--- config.mk ---
export PLATFORM = sky130hd
export DESIGN_NAME = alu_core
export DESIGN_NICKNAME = d
export VERILOG_FILES = /design/src/rtl/alu_pkg.sv /design/src/rtl/alu_shifter.sv /design/src/rtl/alu_core.sv
export SDC_FILE = /design/constraint.sdc
export NUM_CORES = 1
export LEC_CHECK = 0
export CORE_UTILIZATION = 35
export CTS_BUF_LIST = sky130_fd_sc_hd__clkbuf_4 sky130_fd_sc_hd__clkbuf_8
export CTS_CLUSTER_DIAMETER = 30
export CTS_CLUSTER_SIZE = 8
export DETAILED_ROUTE_END_ITERATION = 12
export PLACE_DENSITY = 0.64
export SLEW_MARGIN = 25
export SYNTH_ARGS = -nofsm -noshare
export SYNTH_HDL_FRONTEND = slang
export SYNTH_SLANG_ARGS = --single-unit
--- constraint.sdc ---
create_clock -name clk -period 5.1 [get_ports clk]
set_input_delay 0.51 -clock clk [delete_from_list [all_inputs] [get_ports clk]]
set_output_delay 0.51 -clock clk [all_outputs]
set_load 0.01 [all_outputs]
--- src/rtl/alu_pkg.sv ---
// alu_pkg: opcode encodings, condition-code bit positions and shifter modes for alu_core
package alu_pkg;

    localparam logic [3:0] OP_ADD  = 4'b0001;
    localparam logic [3:0] OP_SUB  = 4'b0010;
    localparam logic [3:0] OP_SHL  = 4'b0101;
    localparam logic [3:0] OP_SHAR = 4'b0110;
    localparam logic [3:0] OP_SHLR = 4'b0111;
    localparam logic [3:0] OP_RL   = 4'b1000;
    localparam logic [3:0] OP_RR   = 4'b1001;
    localparam logic [3:0] OP_AND  = 4'b1011;
    localparam logic [3:0] OP_OR   = 4'b1100;
    localparam logic [3:0] OP_XOR  = 4'b1101;
    localparam logic [3:0] OP_NOT  = 4'b1110;
    localparam logic [3:0] OP_MUL  = 4'b1111;

    localparam int CC_N = 3;
    localparam int CC_Z = 2;
    localparam int CC_C = 1;
    localparam int CC_V = 0;

    typedef enum logic [2:0] {SH_SHL, SH_SHAR, SH_SHLR, SH_RL, SH_RR} shmode_t;

endpackage

--- src/rtl/alu_shifter.sv ---
// alu_shifter: combinational barrel shifter/rotator with last-bit-out carry
module alu_shifter
    import alu_pkg::*;
#(
    parameter int WIDTH = 16
) (
    input  logic [WIDTH-1:0]         a,
    input  logic [$clog2(WIDTH)-1:0] n,
    input  shmode_t                  mode,
    output logic [WIDTH-1:0]         y,
    output logic                     co
);

    logic [WIDTH:0]   left;
    logic [WIDTH:0]   right;
    logic [WIDTH:0]   arith;
    logic [WIDTH-1:0] rotl;
    logic [WIDTH-1:0] rotr;

    // one guard bit beside the operand catches the last bit shifted out; n=0 leaves it 0
    assign left  = {1'b0, a} << n;
    assign right = {a, 1'b0} >> n;
    assign arith = $signed({a, 1'b0}) >>> n;
    assign rotl  = (a << n) | (a >> (WIDTH - n));
    assign rotr  = (a >> n) | (a << (WIDTH - n));

    // select the shifted value and carry for the requested mode; rotates never set carry
    always_comb begin
        y  = left[WIDTH-1:0];
        co = left[WIDTH];
        case (mode)
            SH_SHAR: begin y = arith[WIDTH:1]; co = arith[0]; end
            SH_SHLR: begin y = right[WIDTH:1]; co = right[0]; end
            SH_RL:   begin y = rotl; co = 1'b0; end
            SH_RR:   begin y = rotr; co = 1'b0; end
            default: ;
        endcase
    end

endmodule

--- src/rtl/alu_core.sv ---
// alu_core: registered ALU with NZCV flags; define ALU_MUL_EN to build the multiplier
module alu_core
    import alu_pkg::*;
#(
    parameter int WIDTH = 16
) (
    input  logic             clk,
    input  logic             reset,
    input  logic [WIDTH-1:0] valA,
    input  logic [WIDTH-1:0] valB,
    input  logic [3:0]       aluop,
    input  logic             sub,
    output logic [WIDTH-1:0] result,
    output logic [3:0]       cc
);

    logic             do_sub;
    logic [WIDTH-1:0] bx;
    logic [WIDTH:0]   sum;
    logic             add_v;
    shmode_t          mode;
    logic [WIDTH-1:0] sh_y;
    logic             sh_c;
    logic [WIDTH-1:0] res;
    logic [3:0]       flags;

    // SUB always subtracts; sub only matters for ADD, other ops ignore the adder
    assign do_sub = aluop == OP_SUB || sub;
    assign bx     = do_sub ? ~valB : valB;
    assign sum    = {1'b0, valA} + {1'b0, bx} + (WIDTH+1)'(do_sub);
    assign add_v  = (valA[WIDTH-1] == bx[WIDTH-1]) && (sum[WIDTH-1] != valA[WIDTH-1]);

    assign mode = aluop == OP_SHAR ? SH_SHAR :
                  aluop == OP_SHLR ? SH_SHLR :
                  aluop == OP_RL   ? SH_RL   :
                  aluop == OP_RR   ? SH_RR   : SH_SHL;

    alu_shifter #(.WIDTH(WIDTH)) u_shifter (
        .a    (valA),
        .n    (valB[$clog2(WIDTH)-1:0]),
        .mode (mode),
        .y    (sh_y),
        .co   (sh_c)
    );

`ifdef ALU_MUL_EN
    logic [2*WIDTH-1:0] prod;
    assign prod = {{WIDTH{1'b0}}, valA} * {{WIDTH{1'b0}}, valB};
`endif

    // pick the op result and its C/V; N and Z always follow the selected result
    always_comb begin
        res   = '0;
        flags = '0;
        case (aluop)
            OP_ADD, OP_SUB: begin
                res         = sum[WIDTH-1:0];
                flags[CC_C] = sum[WIDTH];
                flags[CC_V] = add_v;
            end
            OP_SHL, OP_SHAR, OP_SHLR, OP_RL, OP_RR: begin
                res         = sh_y;
                flags[CC_C] = sh_c;
            end
            OP_AND: res = valA & valB;
            OP_OR:  res = valA | valB;
            OP_XOR: res = valA ^ valB;
            OP_NOT: res = ~valB;
`ifdef ALU_MUL_EN
            OP_MUL: begin
                res         = prod[WIDTH-1:0];
                flags[CC_C] = |prod[2*WIDTH-1:WIDTH];
                flags[CC_V] = |prod[2*WIDTH-1:WIDTH];
            end
`endif
            default: ;
        endcase
        flags[CC_N] = res[WIDTH-1];
        flags[CC_Z] = res == '0;
    end

    // output register; reset overrides whatever op is presented
    always_ff @(posedge clk) begin
        if (reset) begin
            result <= '0;
            cc     <= '0;
        end else begin
            result <= res;
            cc     <= flags;
        end
    end

endmodule

# After elaboration in Yosys (flattened, before gate mapping)
# Cells that the tools add are included.
# Widths: inputs -> output; s select.
dict set report word_totals {
  input_bits 39
  wordCells 53
  regBits 20
  output_inout_bits 20
}
dict set report classes {
  bitwise_logic 7
  add_sub_neg 3
  eq_ne 17
  reduce_logical 7
  n_mux 9
  shifts 7
}
# op count
set ops {}
lappend ops {{$pmux 16 s6} 1}
lappend ops {{$pmux 16 s4} 1}
lappend ops {{$or 16x16->16} 3}
lappend ops {{$shl 16x32->16} 1}
lappend ops {{$shr 16x32->16} 1}
lappend ops {{$eq 4x4->1 const B} 6}
lappend ops {{$add 16x16->17} 1}
lappend ops {{$add 17x1->17} 1}
lappend ops {{$shl 16x4->17} 1}
lappend ops {{$shr 17x4->17} 1}
lappend ops {{$sshr 17x4->17} 1}
lappend ops {{$and 16x16->16} 1}
lappend ops {{$logic_not 16->1} 1}
lappend ops {{$mux 16} 1}
lappend ops {{$not 16->16} 1}
lappend ops {{$shl 16x4->16} 1}
lappend ops {{$shr 16x4->16} 1}
lappend ops {{$xor 16x16->16} 1}
lappend ops {{$eq 4x3->1 const B} 3}
lappend ops {{$mux 3} 4}
lappend ops {{$eq 3x2->1 const B} 2}
lappend ops {{$reduce_or 2->1} 3}
lappend ops {{$sub 5x4->6 const A} 1}
lappend ops {{$reduce_or 5->1} 1}
lappend ops {{other kinds (11)} 11}

# Depth between registers and ports, before layout
dict set report depth {
  depth_word 9
  depth_mapped 19
  ltp_nobuf 14
}

# By module
# A second synthesis with hierarchy kept.
dict set report hier_totals {
  hier_cells 832
  area_unflattened_um2 6555.0
}
# module seq_area_each_um2 n_inst area_each_um2 cells_per_inst
set modules_own_cells {}
lappend modules_own_cells {alu_shifter 0.0 1 3666.0 466}
lappend modules_own_cells {alu_core 380.4 1 2889.0 366}

# Worst setup path after synthesis
# OpenSTA, ideal clock, no wires.
dict set report synth_timing {
  kind {input-to-reg}
  start {input aluop[0]}
  end {register cc[2]}
  t_required_ns 5.012
  setup_slack_ns 1.084
  t_arrival_ns 3.928
  cell_stages 16
  setup_ns 0.088
  path_buffers 3
  path_cell_list {buf_2 > nor2b_1 > clkbuf_1 > a21oi_1 > clkbuf_1 > xnor2_1 > ha_1 > inv_1 > a2111oi_2 > a31oi_2 > o221ai_1 > xor2_1 > a2111oi_2 > and3_1 > nand4_1 > nor4_2}
}
dict set report synth_between {
  elab_chain_len 9
  word_cells_on_any_way 28
  classes_between {2 x add/sub; 15 x eq/ne; 7 x mux; 4 x reduce/logical}
}
# item line
set synth_lines {}
lappend synth_lines {{start: declaration} alu_core.sv:11} ;# input logic [3:0] aluop,
lappend synth_lines {{branches (longest 7 deep; another with $add 16x16->17)} n/a}
lappend synth_lines {{$pmux 16 s6 (*)} alu_core.sv:55} ;# case (aluop)
lappend synth_lines {{$logic_not 16->1 (*)} alu_core.sv:79} ;# flags[CC_Z] = res == '0;
lappend synth_lines {{end signal: assignment} alu_core.sv:89} ;# cc <= flags;
lappend synth_lines {{end: declaration} alu_core.sv:14} ;# output logic [3:0] cc
# Mark *: on every way between the ends.
# A chain may end at the register's enable or synchronous reset.

# Worst setup path in the final report
dict set report layout_timing {
  start {input aluop[1]}
  end {register cc[2]}
}
# Same word-level chain as after synthesis.

==> flow_metrics.py <==
metrics = {
    "global_route": {
        "grt.met3_usage_pct": 3.74,
        "grt_max_degree": 55,
        "grt_pass1_vias": 6371,
        "grt_overflow": 0,
        "antenna_found_initial": 0,
        "grt_usage_pct": 28.3,
        "grt_first_pass_wirelength_um": 39200,
        "grt-busiest-layer": "met2",
        "use_met2_pct": 41.3,
        "grtUsageMet1_pct": 40.3,
    },
    "yosys": {
        "ys_seq_area_share_pct": 6.10,
        "synth_top_area_share_pct": 13.7,
        "synth_cell_type_count": 95,
        "yosysMostFrequentCell": "nand2_1",
        "synthCells": 781,
        "synth_flop_cell": "dfxtp_1",
        "synth_top_area_cell": "mux4_2",
        "synthesis.nets": 872,
        "ys_async_sr_fraction_pct": 0,
        "synth_area_per_cell_um2": 7.98,
        "ys_ff_latch": 19,
        "netlist_area_um2": 6230,
        "synthTopCellsByCount": "nand2_1 (67), nor2_1 (60), a21oi_1 (51), ha_1 (51), inv_1 (44)",
        "synth-edff-count": 0,
        "yosys_warnings": 0,
        "synth_area_leaders": "mux4_2 (14%), ha_1 (10%), dfxtp_1 (6.1%)",
    },
    "timing": {
        "finalHoldViolations": 0,
        "rsz0062_at_grt": "false",
        "tns_ns": 0,
        "setup-violations-final": 0,
        "drv_slew": 0,
        "tightest_slew_ns": 0.959,
        "relSlewSlack_pct": 35.9,
        "final.min_clock_period_ns": 4.61,
        "period_share_pct": 90.3,
        "max_clock_freq_mhz": 217,
    },
    "cts": {
        "cts_root_buf": "clkbuf_8",
        "cts_tree": "yes",
        "postCtsSetupBuffers": 0,
        "postCtsHoldBufs": 0,
        "clockBufferDepth": 2,
        "cts_resized": 0,
        "cts_inserted_buffers": 3,
        "cts_max_level": 1,
        "clkTransAtPathRegs_ns": 0.06,
        "cts_num_sinks": 19,
    },
    "routing": {
        "via_count": 6886,
        "initialDrtViolationCount": 922,
        "finalWirelength_um": 25900,
        "routed_via_density": 6.70,
        "drc": 0,
        "wl_per_cell_um": 25.2,
        "drtAntennaViolNets": 0,
        "drt-pass1-iter-count": 6,
    },
    "critical_path": {
        "crit_arrival_ns": 4.77,
        "worst_setup_path_end_kind": "register",
        "worstPathMaxFanout": 7,
        "crit_type": "primary input to register",
        "setup.worst_path.start": "aluop[1]",
        "worstPathRequired_ns": 5.27,
        "start_kind": "primary input",
    },
    "floorplan": {
        "die-area_um2": 18300,
        "die_y_um": 135,
        "io-pin-count": 59,
        "dieWidth_um": 135,
        "core_um2": 17400,
        "rows": 48,
        "start_util_pct": 35.9,
    },
    "pwr": {
        "power_leakage_nw": 2.74,
        "power.total_mw": 1.08,
        "ir_drop_v": 0.0000989,
        "powerDensity_nw_per_um2": 154,
    },
    "cells_and_area": {
        "num-nets-final": 894,
        "layout-drive-gt1-share_pct": 14.1,
        "utilization_pct": 40.2,
        "n_antenna_cell": 0,
        "areaGrowthSynthToFinish_pct": 11.9,
        "fin_area_um2": 6970,
    },
    "outcome": {
        "status": "finished, final reports clean",
    },
    "placed_design": {
        "globalplace.congestion": 0.992,
        "place_area_um2": 6920,
        "port_buffers": 58,
        "dp_hpwl_um": 19700,
    },
    "min_path": {
        "worstHoldPathType": "primary input to register",
        "worstHoldStart": "reset",
    },
    "run": {
        "max-cap-violations": 0,
    },
}
-- sequential cells by signal (all words and copies together) (netlist names) --
name,flops
cc,3
result,16
-- cell type report --
cell class              count  area (um2)
flip-flops and latches     19         380
inverters                  46         173
well taps                 225         282
repair buffers             86         783
clock buffers               4        48.8
multi-input cells         647        5310
fillers                  1779       10400
-- worst max-delay path, stage by stage --
cell             delay (ns)
clkdlybuf4s50_1        0.48
nor2b_1                0.58
a21oi_2                0.32
xnor2_1                0.28
inv_1                  0.08
fa_1                   0.38
nor2b_1                0.26
o211ai_1               0.16
a31oi_1                0.40
a211oi_1               0.17
mux2i_1                0.15
nor4_1                 0.54
and3_1                 0.23
nand4_1                0.11
nor4_2                 0.13
-- where the power goes --
part	internal (mW)	total [mW]	switching, mW
Combinational	0.328	0.807	0.479
Sequential	0.161	0.165	0.00358
Clock	0.0607	0.105	0.0448
Total	0.550	1.08	0.527
-- cell usage in the layout, fill, tap and decap left out, types with 5 or more instances in the layout --
master and instances:
and3_1 8, and2_1 9, a22o_1 6, a31oi_1 10
or3_1 6, a21oi_1 50, mux2_2 16, a32oi_1 7
clkdlybuf4s50_1 56, nor2b_1 14, a221oi_1 5, nor3_1 11
a211oi_1 16, o2bb2ai_1 6, xnor2_1 21, nand3_1 19
nor2_1 60, o32ai_1 5, buf_4 29, o22ai_1 6
mux4_2 38, mux2i_1 26, o21ai_0 35, a21o_1 6
nand2_1 67, o211ai_1 8, xor2_1 6, ha_1 51
a22oi_1 12, nand2b_1 13, nand4_1 8, inv_1 44
dfxtp_1 19
-- logic make-up after synthesis --
kind of cell / synth area share (%)
flops: 6.10
simple gates: 20.5
mux: 22.7
buf+inv: 8.83
fa+ha+maj: 10.6
xor+xnor: 3.79
compound gates: 27.5
-- path summary, 6_finish.rpt --
| path | end | slack (ns) | depth (start not counted) |
|---|---|---|---|
| setup / recovery | cc[2] | 0.49 | 15 |
| hold / removal | result[3] | 1.18 | 2 |
-- routing by layer --
layer  share of wire, %  vias up
met5                  0        -
met4                5.5        0
met3                 11       83
met2                 42      493
met1                 42     3284
li1                   -     3026
-- stage by stage --
| step | worst slack [ns] | hold slack [ns] | std cells |
|---|---|---|---|
| 4_1_cts | 0.617 | 1.17 | 1027 |
| 6_report | 0.494 | 1.18 | 1027 |
| 2_1_floorplan | 1.08 | 0.579 | 781 |
| 3_3_place_gp | 0.351 | 1.25 | 1023 |
| 5_1_grt | 0.165 | 1.21 | 1027 |
| 3_5_place_dp | 0.362 | 1.24 | 1023 |
No activity file was read; power rests on OpenSTA's default activity.
